### src/rtl/mult_share_arbiter_pkg.sv
// Shared types and helpers for the multiplier-sharing arbiter.
package mult_share_arbiter_pkg;

    localparam int N_DEFAULT    = 32;
    localparam int NREQ_DEFAULT = 4;

    function automatic int id_width(input int nreq);
        return (nreq > 1) ? $clog2(nreq) : 1;
    endfunction

    // Pointer parked on the last requester so requester 0 wins first after reset.
    function automatic int rr_reset_ptr(input int nreq);
        return nreq - 1;
    endfunction

    typedef struct packed {
        logic [$clog2(NREQ_DEFAULT)-1:0] id;
        logic [2*N_DEFAULT-1:0]          product;
    } resp_entry_t;

endpackage

### src/rtl/mult_share_resp_fifo.sv
// Synchronous response FIFO with registered valid flag and occupancy count.
module mult_share_resp_fifo #(
    parameter  int DEPTH = 4,
    parameter  int W     = 8,
    localparam int AW    = $clog2(DEPTH),
    localparam int CW    = $clog2(DEPTH + 1)
) (
    input  logic          clk,
    input  logic          rst_n,
    input  logic          push,
    input  logic [W-1:0]  push_data,
    input  logic          pop,
    output logic [W-1:0]  pop_data,
    output logic          valid,
    output logic [CW-1:0] count
);

    logic [W-1:0]  mem [DEPTH];
    logic [AW-1:0] wr_ptr;
    logic [AW-1:0] rd_ptr;
    logic [CW-1:0] count_q;
    logic [CW-1:0] count_d;
    logic          valid_q;
    logic          do_pop;

    assign do_pop = pop & valid_q;

    always_comb begin
        count_d = count_q;
        case ({push, do_pop})
            2'b10:   count_d = count_q + CW'(1);
            2'b01:   count_d = count_q - CW'(1);
            default: count_d = count_q;
        endcase
    end

    always_ff @(posedge clk or negedge rst_n) begin
        if (!rst_n) begin
            for (int i = 0; i < DEPTH; i++) begin
                mem[i] <= '0;
            end
            wr_ptr  <= '0;
            rd_ptr  <= '0;
            count_q <= '0;
            valid_q <= 1'b0;
        end else begin
            if (push) begin
                mem[wr_ptr] <= push_data;
                wr_ptr      <= wr_ptr + AW'(1);
            end
            if (do_pop) begin
                rd_ptr <= rd_ptr + AW'(1);
            end
            count_q <= count_d;
            // Valid comes straight from a flop so the consumer never sees a decode glitch.
            valid_q <= (count_d != '0);
        end
    end

    assign pop_data = mem[rd_ptr];
    assign valid    = valid_q;
    assign count    = count_q;

endmodule

### src/rtl/mult_share_arbiter.sv
// Round-robin sharing of one pipelined multiplier; results tagged and queued
// in a credit-protected response FIFO.
module mult_share_arbiter
    import mult_share_arbiter_pkg::*;
#(
    parameter int N          = 32,
    parameter int NREQ       = 4,
    parameter int MUL_LAT    = 2,
    parameter int FIFO_DEPTH = 4,
    parameter int IDW        = id_width(NREQ)
) (
    input  logic              clk,
    input  logic              rst_n,
    input  logic [NREQ-1:0]   req_valid,
    output logic [NREQ-1:0]   req_ready,
    input  logic [NREQ*N-1:0] req_a,
    input  logic [NREQ*N-1:0] req_b,
    output logic [N-1:0]      mul_a,
    output logic [N-1:0]      mul_b,
    input  logic [2*N-1:0]    mul_product,
    output logic              resp_valid,
    input  logic              resp_ready,
    output logic [IDW-1:0]    resp_id,
    output logic [2*N-1:0]    resp_product
);

    localparam int FCW = $clog2(FIFO_DEPTH + 1);
    localparam int CW  = $clog2(FIFO_DEPTH + MUL_LAT + 1) + 1;
    localparam int EW  = IDW + 2*N;

    logic [IDW-1:0]     rr_ptr;
    logic               run_q;
    logic [MUL_LAT-1:0] tag_v;
    logic [IDW-1:0]     tag_id [MUL_LAT];
    logic [FCW-1:0]     fifo_count;
    logic [CW-1:0]      inflight;
    logic               issue_ok;
    logic               grant_found;
    logic [IDW-1:0]     grant_idx;
    logic [IDW-1:0]     cand;
    logic               grant;
    logic [IDW-1:0]     sel;
    logic [EW-1:0]      fifo_wdata;
    logic [EW-1:0]      fifo_rdata;

    always_comb begin
        inflight = '0;
        for (int i = 0; i < MUL_LAT; i++) begin
            inflight = inflight + CW'(tag_v[i]);
        end
    end

    // Credits are judged purely on registered state; a pop this cycle frees a slot next cycle.
    assign issue_ok = run_q && ((CW'(fifo_count) + inflight) < CW'(FIFO_DEPTH));

    always_comb begin
        grant_found = 1'b0;
        grant_idx   = '0;
        cand        = '0;
        for (int k = 1; k <= NREQ; k++) begin
            cand = IDW'((int'(rr_ptr) + k) % NREQ);
            if (!grant_found && req_valid[cand]) begin
                grant_found = 1'b1;
                grant_idx   = cand;
            end
        end
    end

    assign grant     = grant_found & issue_ok;
    assign req_ready = grant ? (NREQ'(1) << grant_idx) : '0;
    assign sel       = grant ? grant_idx : '0;
    assign mul_a     = req_a[int'(sel)*N +: N];
    assign mul_b     = req_b[int'(sel)*N +: N];

    always_ff @(posedge clk or negedge rst_n) begin
        if (!rst_n) begin
            rr_ptr <= IDW'(rr_reset_ptr(NREQ));
            run_q  <= 1'b0;
            tag_v  <= '0;
            for (int i = 0; i < MUL_LAT; i++) begin
                tag_id[i] <= '0;
            end
        end else begin
            run_q     <= 1'b1;
            tag_v[0]  <= grant;
            tag_id[0] <= grant_idx;
            for (int i = 1; i < MUL_LAT; i++) begin
                tag_v[i]  <= tag_v[i-1];
                tag_id[i] <= tag_id[i-1];
            end
            if (grant) begin
                rr_ptr <= grant_idx;
            end
        end
    end

    // The last tag stage lines up with the product the multiplier is presenting now.
    assign fifo_wdata = {tag_id[MUL_LAT-1], mul_product};

    mult_share_resp_fifo #(
        .DEPTH (FIFO_DEPTH),
        .W     (EW)
    ) u_resp_fifo (
        .clk       (clk),
        .rst_n     (rst_n),
        .push      (tag_v[MUL_LAT-1]),
        .push_data (fifo_wdata),
        .pop       (resp_ready),
        .pop_data  (fifo_rdata),
        .valid     (resp_valid),
        .count     (fifo_count)
    );

    assign resp_id      = fifo_rdata[EW-1 -: IDW];
    assign resp_product = fifo_rdata[2*N-1:0];

endmodule

### config.mk
export PLATFORM = sky130hd
export DESIGN_NAME = mult_share_arbiter
export DESIGN_NICKNAME = d
export VERILOG_FILES = /design/src/rtl/mult_share_arbiter_pkg.sv /design/src/rtl/mult_share_resp_fifo.sv /design/src/rtl/mult_share_arbiter.sv
export SDC_FILE = /design/constraint.sdc
export NUM_CORES = 1
export LEC_CHECK = 0
export CAP_MARGIN = 15
export CORE_MARGIN = 2
export CORE_UTILIZATION = 45
export CTS_CLUSTER_DIAMETER = 150
export CTS_CLUSTER_SIZE = 28
export DETAILED_ROUTE_END_ITERATION = 10
export GPL_TIMING_DRIVEN = 0
export PLACE_DENSITY = 0.81
export SLEW_MARGIN = 40
export SYNTH_ARGS = -nofsm -noshare
export SYNTH_HDL_FRONTEND = slang
export SYNTH_SLANG_ARGS = --single-unit
### constraint.sdc
create_clock -name clk -period 2.95 [get_ports clk]
set_input_delay 0.59 -clock clk [delete_from_list [all_inputs] [get_ports clk]]
set_output_delay 0.59 -clock clk [all_outputs]
set_load 0.02 [all_outputs]
==> results of run 1 <==
sequential cells by signal, summed over array words and instances, names as in the netlist:
name                cells
fifo_wdata              2
rr_ptr                  2
run_q                   1
tag_id                  2
tag_v                   2
u_resp_fifo.count       3
u_resp_fifo.mem       264
u_resp_fifo.rd_ptr      2
u_resp_fifo.valid       1
u_resp_fifo.wr_ptr      2
cell usage in the layout, fill, tap and decap left out, types with 11 or more instances in the layout:
master           netlist  layout
a221oi_2              45      49
a221oi_4               0      15
buf_12                 0      11
buf_4                  9      71
buf_6                  7      40
buf_8                  0      14
clkbuf_1              38      30
clkbuf_16              0      16
clkdlybuf4s50_1        0     340
dfrtp_1              279     278
diode_2                0      11
dlygate4sd2_1          0      47
inv_1                 72      72
mux2_2               264     264
mux2i_1               65      64
mux4_2                66      66
nor3_1                65      25
nor3_2                 0      15
nor3_4                 0      25
area by class of cell:
| class | count | share of cell area |
|---|---|---|
| repair buffers | 500 | 0.235 |
| clock buffers | 16 | 0.0178 |
| well taps | 402 | 0.0236 |
| flip-flops and latches | 281 | 0.331 |
| inverters | 72 | 0.0127 |
| plain buffers | 77 | 0.0334 |
| clock inverters | 1 | 0.00141 |
| diodes | 11 | 0.00129 |
| multi-input cells | 571 | 0.344 |
critical path: stages, from the launching register on:
cell	delay, ns
dfrtp_1	0.39
ha_1	0.29
a21o_1	0.17
a2111o_2	0.51
a31oi_4	0.19
buf_6	0.15
buf_12	0.16
buf_12	0.16
nor3_4	0.06
a221oi_4	0.31
buf_6	0.18
worst min-delay path by stage:
stage                          from             end  slack (ns)
after floorplan               rst_n  fifo_wdata[64]        0.29
after global placement    tag_id[2]  fifo_wdata[64]        0.35
after detailed placement  tag_id[2]  fifo_wdata[64]        0.36
after CTS                 tag_id[2]  fifo_wdata[64]        0.37
after global routing      tag_id[2]  fifo_wdata[64]        0.38
final                     tag_id[2]  fifo_wdata[64]        0.37
cell families after synthesis:
logic type / count (synthesis) / share of synthesized area
mux: 395 / 0.356
flops: 281 / 0.490
buf+inv: 152 / 0.0477
simple gates: 88 / 0.0315
compound gates: 74 / 0.0649
fa+ha+maj: 7 / 0.00662
xor+xnor: 6 / 0.00366
other cells: 1 / 0.000261
synth_stat cells (2+ instances only):
master	number
ha_1	6
buf_2	23
a221oi_1	19
dfstp_2	2
mux2i_1	65
nand2_1	7
buf_6	7
clkbuf_1	38
a221oi_2	45
nand2b_1	2
buf_4	9
nor2_1	3
buf_1	3
and2_1	2
nor2b_1	3
inv_1	72
a21o_1	4
xor2_1	4
mux4_2	66
o21ai_0	3
xnor2_1	2
dfrtp_1	279
nor3_1	65
mux2_2	264
through the flow:
stage	util	setup WS, ns	power, mW	TNS, ns	area [um^2]
CTS	0.669	-0.680	21.8	-37.15	21100
floorplan	-	-0.0141	14.1	-0.113	14400
global placement	0.621	-10.29	18.8	-2961.69	19600
global route	0.676	-0.774	22.9	-45.17	21300
detailed placement	0.625	-1.60	19.1	-84.08	19700
finish	0.676	-0.697	21.7	-37.58	21300
power breakdown:
part	internal, mW	switching [mW]	total [mW]
Clock	0.942	1.20	2.14
Sequential	5.82	0.991	6.82
Combinational	6.66	6.13	12.8
Total	13.4	8.32	21.7
routing by layer:
layer | routed length (um) | vias to the layer above | part of all wire | track usage
met3 | 3500 | 86 | 0.070 | 0.0760
met4 | 1660 | 6 | 0.033 | 0.0977
met5 | 37 | - | 0.00075 | 0
li1 | - | 4786 | - | -
met2 | 24700 | 352 | 0.50 | 0.512
met1 | 19700 | 5593 | 0.40 | 0.374
timing repair:
action | in CTS | in global routing
gates resized for setup | 605 | 38
setup buffers | 21 | 8
endpoints found under the setup margin | 134 | 74
pin swaps | 30 | 9
endpoints found under the hold margin | 10 | 0
hold buffers | 1 | 0
gates cloned | 6 | 1
==> metrics.yaml, run 1 <==
layout:
  multi_input_area_mm2: 0.00732
  drive_gt1_frac: 0.407
  nets: 1851
  areaGrowthSynthToFinish_pct: 48.1
  fillers: 2292
  final-instance-count-excl-fill: 1931
  ff_latch_area_mm2: 0.00704
synth:
  ys_types: 35
  yosysSeqAreaShare: 0.490
  synth-edff-count: 0
  synth_top_area_frac: 0.486
  yosys_warnings: 0
  async_reset_ff_frac: 1.00
  synth_fp_nets: 1338
  synth_area_leaders: "dfrtp_1 (49%), mux2_2 (21%), mux4_2 (10%)"
  post_synth_instance_area_mm2: 0.0144
  netlist_instances: 1004
  ys_seq_elements: 281
  postSynthAreaPerCell_um2: 14.3
  yosys.area.top_type: "dfrtp_1"
  ys.flop_type: "dfrtp_1"
floorplanning:
  die_h_um: 183
  die_w_um: 183
  initial_core_util: 0.456
  dieArea_mm2: 0.0334
  row_count: 65
  fp.coreArea_mm2: 0.0315
  ios: 462
sta:
  fin_ws_ns: -0.697
  finalCriticalPeriod_ns: 3.65
  holdWs_ns: 0.367
  worst_slew_margin_rel: 0.496
  fin_crit_sh: 1.24
  finalSetupViolations: 68
  finalHoldViolCount: 0
  worst_pin_slew_ns: 0.756
  rsz0062_at_grt: "true"
  fmax_ghz: 0.274
  slew_viol_final: 0
  final.setup_skew_ns: 0.0299
clock_network:
  path_clk_slew_ns: 0.10
  htreeDepth: 1
  clock_sinks: 281
  cts_made_buffers: 14
  cts_tree: "done"
  clkLatencyLatePin_ns: 0.48
  clockBufferDepth: 3
  clockRootBuffer: "clkbuf_16"
power_and_ir_drop:
  p_leak_nw: 9.05
  power_density_mw_per_mm2: 1020
  ir_worst_vdd_mv: 0.486
critical_path:
  endpoint_kind: "output pin"
  cp-endpoint: "mul_b[23]"
  reg2reg_to: "u_resp_fifo.mem[99]"
  r2r-start: "u_resp_fifo.wr_ptr[0]"
  startpoint_type: "register"
  crit_fanout: 8
  r2r_slack_ns: 0.42
  required_ns: 2.36
  reg2reg_depth: 6
  crit_start: "u_resp_fifo.count[0]"
  arrival_ns: 3.06
  crit_type: "reg -> out"
grt:
  grt_pass1_wl_um: 73900
  track_usage: 0.300
  grt.overflow.total: 0
  antenna_found_initial: 13
  grt_pass1_vias: 11799
  grt_start_max_net_pins: 76
routing:
  drc: 0
  wl_per_cell_um: 25.7
  viasPerCell: 5.60
  drt-initial-drc-count: 615
  ant_nets: 0
  num_vias: 10823
  drt_pass1_iterations: 4
  totalWireLength_um: 49600
status:
  status: "finished with violations"
  violations: "negative setup slack"
place:
  port_buffers: 461
  globalplace.congestion: 0.990
  post-dp-hpwl_um: 38000
  dp.cells: 1871
run:
  maxCapViolations: 0
hold_path:
  holdPathStages: 0
  hp-class: "reg -> reg"
No activity file was read; power rests on OpenSTA's default activity.
==> inputs of run 2 (changes only) <==
GPL_ROUTABILITY_DRIVEN = 0   (was unset)
==> metrics.yaml, run 2 (synthesized netlist as in run 1, its figures left out) <==
clock_network:
  clockRootBuffer: "clkbuf_16"
  cts_made_buffers: 14
  clkLatencyLatePin_ns: 0.49
  clockBufferDepth: 3
  cts_tree: "done"
  clock_sinks: 281
  path_clk_slew_ns: 0.11
  htreeDepth: 1
status:
  status: "finished with violations"
  violations: "negative setup slack"
sta:
  fmax_ghz: 0.273
  worst_pin_slew_ns: 0.810
  finalSetupViolations: 68
  worst_slew_margin_rel: 0.460
  finalCriticalPeriod_ns: 3.66
  fin_ws_ns: -0.708
  finalHoldViolCount: 0
  fin_crit_sh: 1.24
  final.setup_skew_ns: 0.0325
  slew_viol_final: 0
  rsz0062_at_grt: "true"
floorplanning:
  initial_core_util: 0.456
  row_count: 65
  dieArea_mm2: 0.0334
  die_w_um: 183
  fp.coreArea_mm2: 0.0315
  die_h_um: 183
  ios: 462
routing:
  wl_per_cell_um: 25.4
  totalWireLength_um: 49100
  drt_pass1_iterations: 5
  drc: 0
  viasPerCell: 5.71
  num_vias: 11047
  drt-initial-drc-count: 584
  ant_nets: 0
critical_path:
  crit_fanout: 7
  crit_type: "reg -> out"
  path_cells: "ha_1 -> a21o_1 -> a2111o_2 -> a31oi_4 -> buf_12 -> buf_12 -> nor3_4 -> a221oi_4 -> buf_6"
  endpoint_kind: "output pin"
  arrival_ns: 3.07
  cp_common_cell: "buf_12"
  startpoint_type: "register"
  cpPeakStageDelay_ns: 0.51
  required_ns: 2.36
  crit_slowest_cell: "a2111o_2"
power_and_ir_drop:
  power_density_mw_per_mm2: 1030
  ir_worst_vdd_mv: 0.563
  p_leak_nw: 9.31
layout:
  layout_common_cells: "clkdlybuf4s50_1 (337), dfrtp_1 (278), mux2_2 (264), buf_4 (75), inv_1 (72)"
  final-instance-count-excl-fill: 1935
  fillers: 2190
  layout_commonest_cell: "clkdlybuf4s50_1"
  largest_register_ffs: 264
  drive_gt1_frac: 0.401
  regMostFlops: "u_resp_fifo.mem"
  areaGrowthSynthToFinish_pct: 49.2
  nets: 1855
  utilization: 0.681
grt:
  grt_start_max_net_pins: 74
  grt.overflow.total: 0
  grt_pass1_vias: 11759
  grt_pass1_wl_um: 72900
  antenna_found_initial: 9
  track_usage: 0.292
hold_path:
  hp-class: "reg -> reg"
place:
  port_buffers: 461
  dp.cells: 1871
  post-dp-hpwl_um: 36600
run:
  maxCapViolations: 0
-- run 2: changes by cell type in the layout (fill, tap and decap cells not counted), sizes merged --
cell | before | now
buf | 146 | 152
clkdlybuf4s50 | 340 | 337
dlymetal6s2s | 5 | 32
dlygate4sd2 | 47 | 22
diode | 11 | 8
clkdlybuf4s15 | 0 | 1
clkbuf | 54 | 55
-- run 2: worst max-delay path, delay by kind of cell, from the launching register on --
kind,cells,cell delay (ns)
AND/OR/NAND/NOR,1,0.04
flip-flops,1,0.41
AO/OA/AOI/OAI,4,1.29
adder cells (fa/ha/maj),1,0.30
buffers and inverters,3,0.52
-- run 2: stage by stage --
stage	power (mW)	worst slack, ns	area [um^2]	hold slack, ns	TNS (ns)
after floorplan	14.1	-0.0141	14400	0.294	-0.113
after global placement	18.7	-10.23	19600	0.331	-2952.62
after detailed placement	19.1	-1.98	19700	0.335	-99.28
final	22.0	-0.708	21400	0.358	-41.68
after CTS	21.9	-0.746	21100	0.359	-42.99
after global routing	23.1	-0.775	21400	0.371	-48.28
-- run 2: metal layers --
metal / GRT usage / wire length [um] / vias to the layer above
met5: 0 / 13 / -
met4: 0.0897 / 1520 / 2
met3: 0.103 / 4850 / 85
met2: 0.482 / 23900 / 472
met1: 0.361 / 18800 / 5694
li1: - / - / 4794
-- run 2: what timing repair did --
item | 4_1_cts | 5_1_grt
endpoints found under the setup margin | 134 | 111
gates cloned | 8 | 1
hold buffers | 1 | 0
setup buffers | 18 | 10
pin swaps | 32 | 5
resized for setup | 575 | 60
endpoints found under the hold margin | 32 | 0
-- run 2: final timing paths --
check	cells past startpoint	start	endpoint	slack, ns
worst max-delay path	9	u_resp_fifo.count[0]	mul_b[23]	-0.71
worst min-delay path	0	tag_id[2]	fifo_wdata[64]	0.36
worst max register to register	6	u_resp_fifo.wr_ptr[0]	u_resp_fifo.mem[90]	0.37
worst min register to register	0	tag_id[2]	fifo_wdata[64]	0.36
max in group asynchronous	4	rst_n	u_resp_fifo.mem[38]	1.39
min in group asynchronous	2	rst_n	u_resp_fifo.mem[210]	0.55
-- run 2: area by class of cell --
type | instances | area [um^2] | area share
inverters | 72 | 270 | 0.0126
repair buffers | 502 | 5200 | 0.243
well taps | 402 | 503 | 0.0235
plain buffers | 79 | 793 | 0.0370
clock inverters | 1 | 30.0 | 0.00140
multi-input cells | 571 | 7190 | 0.336
clock buffers | 19 | 390 | 0.0182
diodes | 8 | 20.0 | 0.000934
flip-flops and latches | 281 | 7040 | 0.328
-- run 2: power breakdown --
group	internal [mW]	switching, mW	leakage (nW)	total, mW
logic	6.93	6.08	5.84	13.0
registers	5.82	0.984	3.28	6.81
clock network	0.958	1.22	0.201	2.18
